File: src/rtl/gf_mac_unit.sv
// rtl/gf_mac_unit.sv - GF(2^M) multiply / square / multiply-accumulate / inverse unit
// One request at a time: IDLE accepts, CALC iterates, DONE holds the result until taken.
module gf_mac_unit #(
    parameter int         M    = 8,
    parameter logic [M:0] POLY = 9'h11D
) (
    input  logic         clk,
    input  logic         rst,
    input  logic         in_valid,
    output logic         in_ready,
    input  logic [1:0]   op,
    input  logic         acc_clr,
    input  logic [M-1:0] a,
    input  logic [M-1:0] b,
    output logic         out_valid,
    input  logic         out_ready,
    output logic [M-1:0] out_data,
    output logic         out_err
);

    localparam logic [1:0] OP_MUL = 2'b00;
    localparam logic [1:0] OP_SQR = 2'b01;
    localparam logic [1:0] OP_MAC = 2'b10;
    localparam logic [1:0] OP_INV = 2'b11;
    localparam logic [4:0] LAST_STEP = 5'(M - 2);

    typedef enum logic [1:0] {
        S_IDLE,
        S_CALC,
        S_DONE
    } state_t;

    state_t         r_state;
    state_t         w_state_nxt;
    logic [1:0]     r_op;
    logic           r_acc_clr;
    logic [M-1:0]   r_a;
    logic [M-1:0]   r_b;
    logic [M-1:0]   r_r;
    logic [M-1:0]   r_acc;
    logic [M-1:0]   r_out_data;
    logic           r_out_err;
    logic [4:0]     r_step;

    logic [M-1:0]   w_ab;
    logic [M-1:0]   w_sq;
    logic [M-1:0]   w_sq_a;
    logic [M-1:0]   w_mac;
    logic           w_inv_last;

    // MSB-first shift-and-add; each shift reduces by POLY before the next partial product.
    function automatic logic [M-1:0] gf_mul(input logic [M-1:0] x, input logic [M-1:0] y);
        logic [M-1:0] p;
        p = '0;
        for (int i = M - 1; i >= 0; i--) begin
            p = {p[M-2:0], 1'b0} ^ ({M{p[M-1]}} & POLY[M-1:0]) ^ ({M{y[i]}} & x);
        end
        return p;
    endfunction

    assign w_ab       = gf_mul(r_a, (r_op == OP_SQR) ? r_a : r_b);
    assign w_sq       = gf_mul(r_r, r_r);
    assign w_sq_a     = gf_mul(w_sq, r_a);
    assign w_mac      = r_acc_clr ? w_ab : (r_acc ^ w_ab);
    assign w_inv_last = (r_step == LAST_STEP);

    assign in_ready  = (r_state == S_IDLE);
    assign out_valid = (r_state == S_DONE);
    assign out_data  = r_out_data;
    assign out_err   = r_out_err;

    always_ff @(posedge clk) begin
        if (rst) begin
            r_state <= S_IDLE;
        end else begin
            r_state <= w_state_nxt;
        end
    end

    always_comb begin
        w_state_nxt = r_state;
        case (r_state)
            S_IDLE: if (in_valid) w_state_nxt = S_CALC;
            S_CALC: if (r_op != OP_INV || w_inv_last) w_state_nxt = S_DONE;
            S_DONE: if (out_ready) w_state_nxt = S_IDLE;
            default: w_state_nxt = S_IDLE;
        endcase
    end

    always_ff @(posedge clk) begin
        if (rst) begin
            r_op       <= OP_MUL;
            r_acc_clr  <= 1'b0;
            r_a        <= '0;
            r_b        <= '0;
            r_r        <= '0;
            r_acc      <= '0;
            r_out_data <= '0;
            r_out_err  <= 1'b0;
            r_step     <= '0;
        end else begin
            case (r_state)
                S_IDLE: begin
                    if (in_valid) begin
                        r_op      <= op;
                        r_acc_clr <= acc_clr;
                        r_a       <= a;
                        r_b       <= b;
                        r_r       <= a;
                        r_step    <= '0;
                    end
                end
                S_CALC: begin
                    if (r_op == OP_INV) begin
                        // r holds a^(2^(k+1)-1) after k steps; the last step only squares.
                        if (w_inv_last) begin
                            r_out_data <= w_sq;
                            r_out_err  <= (r_a == '0);
                        end else begin
                            r_r    <= w_sq_a;
                            r_step <= r_step + 5'd1;
                        end
                    end else if (r_op == OP_MAC) begin
                        r_acc      <= w_mac;
                        r_out_data <= w_mac;
                        r_out_err  <= 1'b0;
                    end else begin
                        r_out_data <= w_ab;
                        r_out_err  <= 1'b0;
                    end
                end
                S_DONE: begin
                    if (out_ready) begin
                        r_out_data <= '0;
                        r_out_err  <= 1'b0;
                        r_step     <= '0;
                    end
                end
                default: begin
                    r_step <= '0;
                end
            endcase
        end
    end

endmodule

File: config.mk
export PLATFORM = sky130hd
export DESIGN_NAME = gf_mac_unit
export DESIGN_NICKNAME = d
export VERILOG_FILES = /design/src/rtl/gf_mac_unit.sv
export SDC_FILE = /design/constraint.sdc
export NUM_CORES = 1
export LEC_CHECK = 0
export CORE_ASPECT_RATIO = 1.25
export CORE_MARGIN = 8
export CORE_UTILIZATION = 40
export DETAILED_ROUTE_END_ITERATION = 7
export GPL_TIMING_DRIVEN = 0
export REMOVE_ABC_BUFFERS = 1
export SYNTH_ARGS = -nofsm -noshare
export SYNTH_HDL_FRONTEND = slang
export SYNTH_SLANG_ARGS = --single-unit
File: constraint.sdc
create_clock -name clk -period 8.55 [get_ports clk]
set_input_delay 1.2825 -clock clk [delete_from_list [all_inputs] [get_ports clk]]
set_output_delay 1.2825 -clock clk [all_outputs]
set_load 0.05 [all_outputs]
* Yosys cells after proc, flatten, opt, wreduce, memory -nomap -nowiden *
Cells that the tools add are included.

cells by class
  div/mod/pow operators = 0
  bitwise operators = 68
  reduce and logical (&&, ||, !) cells = 11
  $add $sub $neg = 1
  equal/unequal tests = 13
  multiply operators = 0
  magnitude comparators = 0
  multiplexer cells = 24
  shift operators = 0

operator list
  kind                                                                   count
  8-bit bitwise AND                                                      24
  8-bit XOR                                                              22
  8-bit by 5-bit XOR with 8-bit output                                   21
  8-bit 2-to-1 mux                                                       9
  8-bit case mux with 2 select lines                                     2
  5-bit 2-to-1 mux                                                       4
  5-bit case mux with 3 select lines                                     1
  2-bit != test, second input constant                                   5
  3-bit AND reduction                                                    3
  8-bit logical NOT                                                      1
  4-bit AND reduction                                                    2
  2-bit equality test, second input constant                             3
  2-bit 2-to-1 mux                                                       3
  2-bit case mux with 3 select lines                                     1
  5-bit by 1-bit adder with 5-bit output, second input constant          1
  5-bit by 3-bit equality test with 1-bit output, second input constant  1
  2-bit by 1-bit equality test with 1-bit output, second input constant  2
  2-bit nonzero test                                                     2
  1-bit 2-to-1 mux                                                       3
  3-bit != test, second input constant                                   1
  2-bit logical NOT                                                      1
  2-bit by 1-bit != test with 1-bit output, second input constant        1
  1-bit case mux with 2 select lines                                     1
  2-bit AND reduction                                                    1
  other kinds (2)                                                        2

word-level totals
  flip-flop bits (word level) = 51
  memory bits (writable) = 0
  bits in latches = 0
  ROM bits = 0
  output and inout bits = 11
  input port bits = 23
  word-level logic and storage cells = 127
  memories kept = 0

* Longest topological paths before layout *
  depth after elaboration = 33
  depth in mapped cells = 12
  mapped depth without buffers = 10

* Worst setup path after synthesis *
Ideal clock, no wire load.

  path type = reg-to-reg
  start = register r_r[7]
  end = register r_r[3]
  period minus slack after synthesis = 2988 ps
  stages on the path, launching flop included = 12
  data required time = 8422 ps
  data arrival time = 2860 ps
  path buffers = 1
  library setup time = 128 ps
  path slack = 5562 ps
  cell sequence = dfxtp_1 -> ha_1 -> xor2_2 -> buf_2 -> a21oi_1 -> o21ai_1 -> a222oi_1 -> xor2_1 -> xnor2_1 -> xnor3_1 -> a221oi_1 -> nor2_1

on the way
  word-level cells in the longest chain between the ends = 33
  elaborated cells on any way between the ends = 47
  classes of those cells = 3 x mux; 44 x bitwise

RTL lines
  item                                  RTL line  text
  start: declaration                    39        logic [M-1:0] r_r;
  start signal: assignment              120       r_r <= w_sq_a;
  8-bit bitwise AND                     56        p = {p[M-2:0], 1'b0} ^ ({M{p[M-1]}} & POLY[M-1:0]) ^ ({M{y[i]}} & x);
  8-bit by 5-bit XOR with 8-bit output  56
  8-bit XOR                             56
  8-bit by 5-bit XOR with 8-bit output  56
  8-bit XOR                             56
  8-bit by 5-bit XOR with 8-bit output  56
  8-bit XOR                             56
  8-bit by 5-bit XOR with 8-bit output  56
  (+17 left out)                        n/a
  8-bit XOR                             56
  8-bit by 5-bit XOR with 8-bit output  56
  8-bit XOR                             56
  8-bit by 5-bit XOR with 8-bit output  56
  8-bit XOR *                           56
  8-bit 2-to-1 mux *                    116       if (w_inv_last) begin
  8-bit 2-to-1 mux *                    114       if (r_op == OP_INV) begin
  8-bit case mux with 2 select lines *  102       case (r_state)

Every way passes the cells marked *; elsewhere a longest branch is shown, timed or not. The select of a mux whose other input is x is not followed.
A chain may end at the register's enable or synchronous reset.

* Final worst setup path *
Same ends and word-level chain as after synthesis.

==> run metrics <==
Setup Skew 0.00562 ns; delay of the slowest critical-path stage 0.97 ns; startpoint types flop; initial core utilization 0.407; CTS clk-pin slew, worst paths 0.07 ns; detailed router's first-iteration violation count 326; Detailed Routing Iterations Pass 1 5; Multi-input gate area 4020 µm²; number of clock sinks 51; final setup vio count 0; total grt overflow 0; post-synthesis register bit count 51; Buf/Inv on CP 0; largest net degree at the start of global routing 42; critical path type flop to flop; share of cells above drive strength 1 0.0455; die area 17400 µm²; via density per instance 5.63; RSZ-0062 raised after global routing false; H-tree Lvls 2; largest cells by area after synthesis dfxtp_1, xnor2_1, nand2_1, xnor3_1, a21oi_1; Mean Syn Cell Area 7.38 µm²; endpoints failing hold 0; worst slack at placement 4.10 ns; clock latency on the worst-skew pair 0.29 ns; average wire per standard cell 17.0 µm; Synth Instances 727; Mapped Area 5360 µm²; HPWL reported at the end of detailed placement 10100 µm; CP endpoint kind flop; Min-Delay Path Class flop to flop; Least-Margin Pin Slew 1.34 ns; CTS tree built; IO Count 34; # port buffers 33; Synth top area share 0.190; die extent in y 145 µm; outcome completed; Setup TNS 0 ns; dominant synthesized flop cell dfxtp_1; asr flop ratio synth 0; critical-path cell list ha_1 -> xor2_2 -> xnor2_1 -> a21oi_1 -> a22oi_1 -> xnor2_1 -> xnor2_1 -> xnor3_1 -> a221oi_1 -> nor2_1; diode count 0; sequential fraction of the synthesis area 0.190; Tot Pwr 0.936 mW; Root Buffer clkbuf_16; vias post-DR 4923; DRT antenna net count 0; maximum vdd drop 155 µV; Placeable Area 13200 µm²; cell taking the most area after synthesis dfxtp_1; DRC viols 0; Power Density 162 nW/µm²; Arr. time, crit path 4.69 ns; Area Growth Syn to Fin 7.79%; post-CTS sizing 0; Tot GR Track Use 0.167; fin. max-slew vios 0; Post-synth EDFFs 0; routability cong. 0.826; worst path required time 8.70 ns; first-pass GRT wire length 24300 µm; Final #Nets 729; cts bufs inserted 5; library cells used by synthesis 69; most used cell, CP xnor2_1; maxcap violations 0; Leak 2.01 nW; Slew HR 0.103; Period Utilization, post-route 0.530; final worst path period need 4.53 ns; post-CTS setup buffers 0; Setup WS post-layout 4.02 ns; antenna violations before repair 0; Reg area 1020 µm²; Max FO, Critical Path 21; die width 120 µm; FP Rows 47; fillers 1386; wire length after detailed routing 14800 µm; clk buf depth 2; Yosys Warn Count 0; fmax 221 MHz; Slowest cell on crit path dfxtp_1; vias in the first global route 4718; CTS Hold Bufs 0; crit-path leading delay family XOR/XNOR gates
-- metrics by stage --
| step | utilization | std cells | hold slack [ns] | instance area [µm²] |
|---|---|---|---|---|
| CTS | 0.439 | 875 | 0.451 | 5780 |
| floorplan | - | 663 | 0.431 | 5090 |
| global placement | 0.428 | 867 | 0.443 | 5630 |
| detailed placement | 0.427 | 867 | 0.442 | 5630 |
| finish | 0.439 | 875 | 0.446 | 5780 |
| global route | 0.439 | 875 | 0.484 | 5780 |
-- per-layer routing --
layer | global-route usage | part of all wire | vias up
li1 | - | - | 2433
met1 | 0.213 | 0.45 | 2333
met2 | 0.284 | 0.48 | 132
met3 | 0.0182 | 0.040 | 25
met4 | 0.0545 | 0.023 | 0
met5 | 0 | 0 | -
-- synthesized netlist by cell type, drive strengths merged, types with 4 or more instances --
cell type and count:
a22oi 13, nor3 9, nand2b 11, nand2 158, nand3 15, nor2 45, clkbuf 39, nand4 4
o221ai 6, a221oi 4, xnor3 14, xnor2 82, a211oi 4, o21a 4, mux2i 6, and3 7
dfxtp 51, o21ai 41, or2 4, buf 25, xor3 6, mux2 8, xor2 26, nor2b 11
a21oi 61, a31oi 8, inv 10
-- worst paths after layout --
path	start	end	slack [ns]	cells past startpoint
hold / removal	out_data[4]$_SDFFE_PP0P_	out_data[4]$_SDFFE_PP0P_	0.45	2
setup reg to reg	r_r[7]$_SDFFE_PP0P_	r_r[3]$_SDFFE_PP0P_	4.02	10
hold reg to reg	out_data[4]$_SDFFE_PP0P_	out_data[4]$_SDFFE_PP0P_	0.45	2
setup / recovery	r_r[7]$_SDFFE_PP0P_	r_r[3]$_SDFFE_PP0P_	4.02	10
-- layout make-up --
| type | instances | area share |
|---|---|---|
| Clock buffer | 7 | 0.0247 |
| Clock inverter | 1 | 0.00151 |
| Inverter | 12 | 0.00779 |
| Multi-Input combinational cell | 600 | 0.696 |
| Sequential cell | 51 | 0.177 |
| Tap cell | 171 | 0.0370 |
| Timing Repair Buffer | 33 | 0.0563 |
-- report_power, final --
part	leakage (nW)	internal, mW	switching, mW
clock	0.0741	0.117	0.0896
sequential	0.416	0.251	0.0554
combinational	1.52	0.202	0.221
total	2.01	0.570	0.366
-- registers in the layout, summed over array words and instances, names as in the netlist, 2 cells and up --
signal	flops
r_a	8
r_op	2
r_acc	8
r_b	8
r_step	5
out_data	8
r_state	2
r_r	8
-- cell usage in the layout (no fill, tap or decap), drive strengths merged, types with 3 or more instances in the layout --
cell type,count
xnor2,82
mux2i,6
nand3,15
o21ai,41
or3,3
a22oi,13
nor2,45
o221ai,6
nor2b,11
a31oi,8
a21oi,61
nand2b,11
clkinv,3
a211oi,4
xnor3,14
o21a,4
a221oi,4
mux2,8
nor3,9
ha,3
nand4,4
xor2,26
and2,3
nand2,158
and3b,3
clkdlybuf4s50,32
and4,3
clkbuf,7
xor3,6
a21o,3
inv,10
dfxtp,51
or2,4
and3,7
-- logic make-up (layout without fill, tap and decap cells) --
| family | Yosys count | in the layout | share of synthesized area |
|---|---|---|---|
| compound gates | 170 | 170 | 0.204 |
| flops | 51 | 51 | 0.190 |
| fa+ha+maj | 3 | 3 | 0.00700 |
| buf+inv | 76 | 53 | 0.0595 |
| mux | 14 | 14 | 0.0280 |
| simple gates | 285 | 285 | 0.239 |
| xor+xnor | 128 | 128 | 0.272 |
-- worst register-to-register path, delay by kind of cell (launching register included) --
kind / cells / cell delay, ns
xor+xnor: 5 / 2.16
flops: 1 / 0.97
fa+ha+maj: 1 / 0.60
compound gates: 3 / 0.60
simple gates: 1 / 0.06
Power figures use the tool's default switching activity.
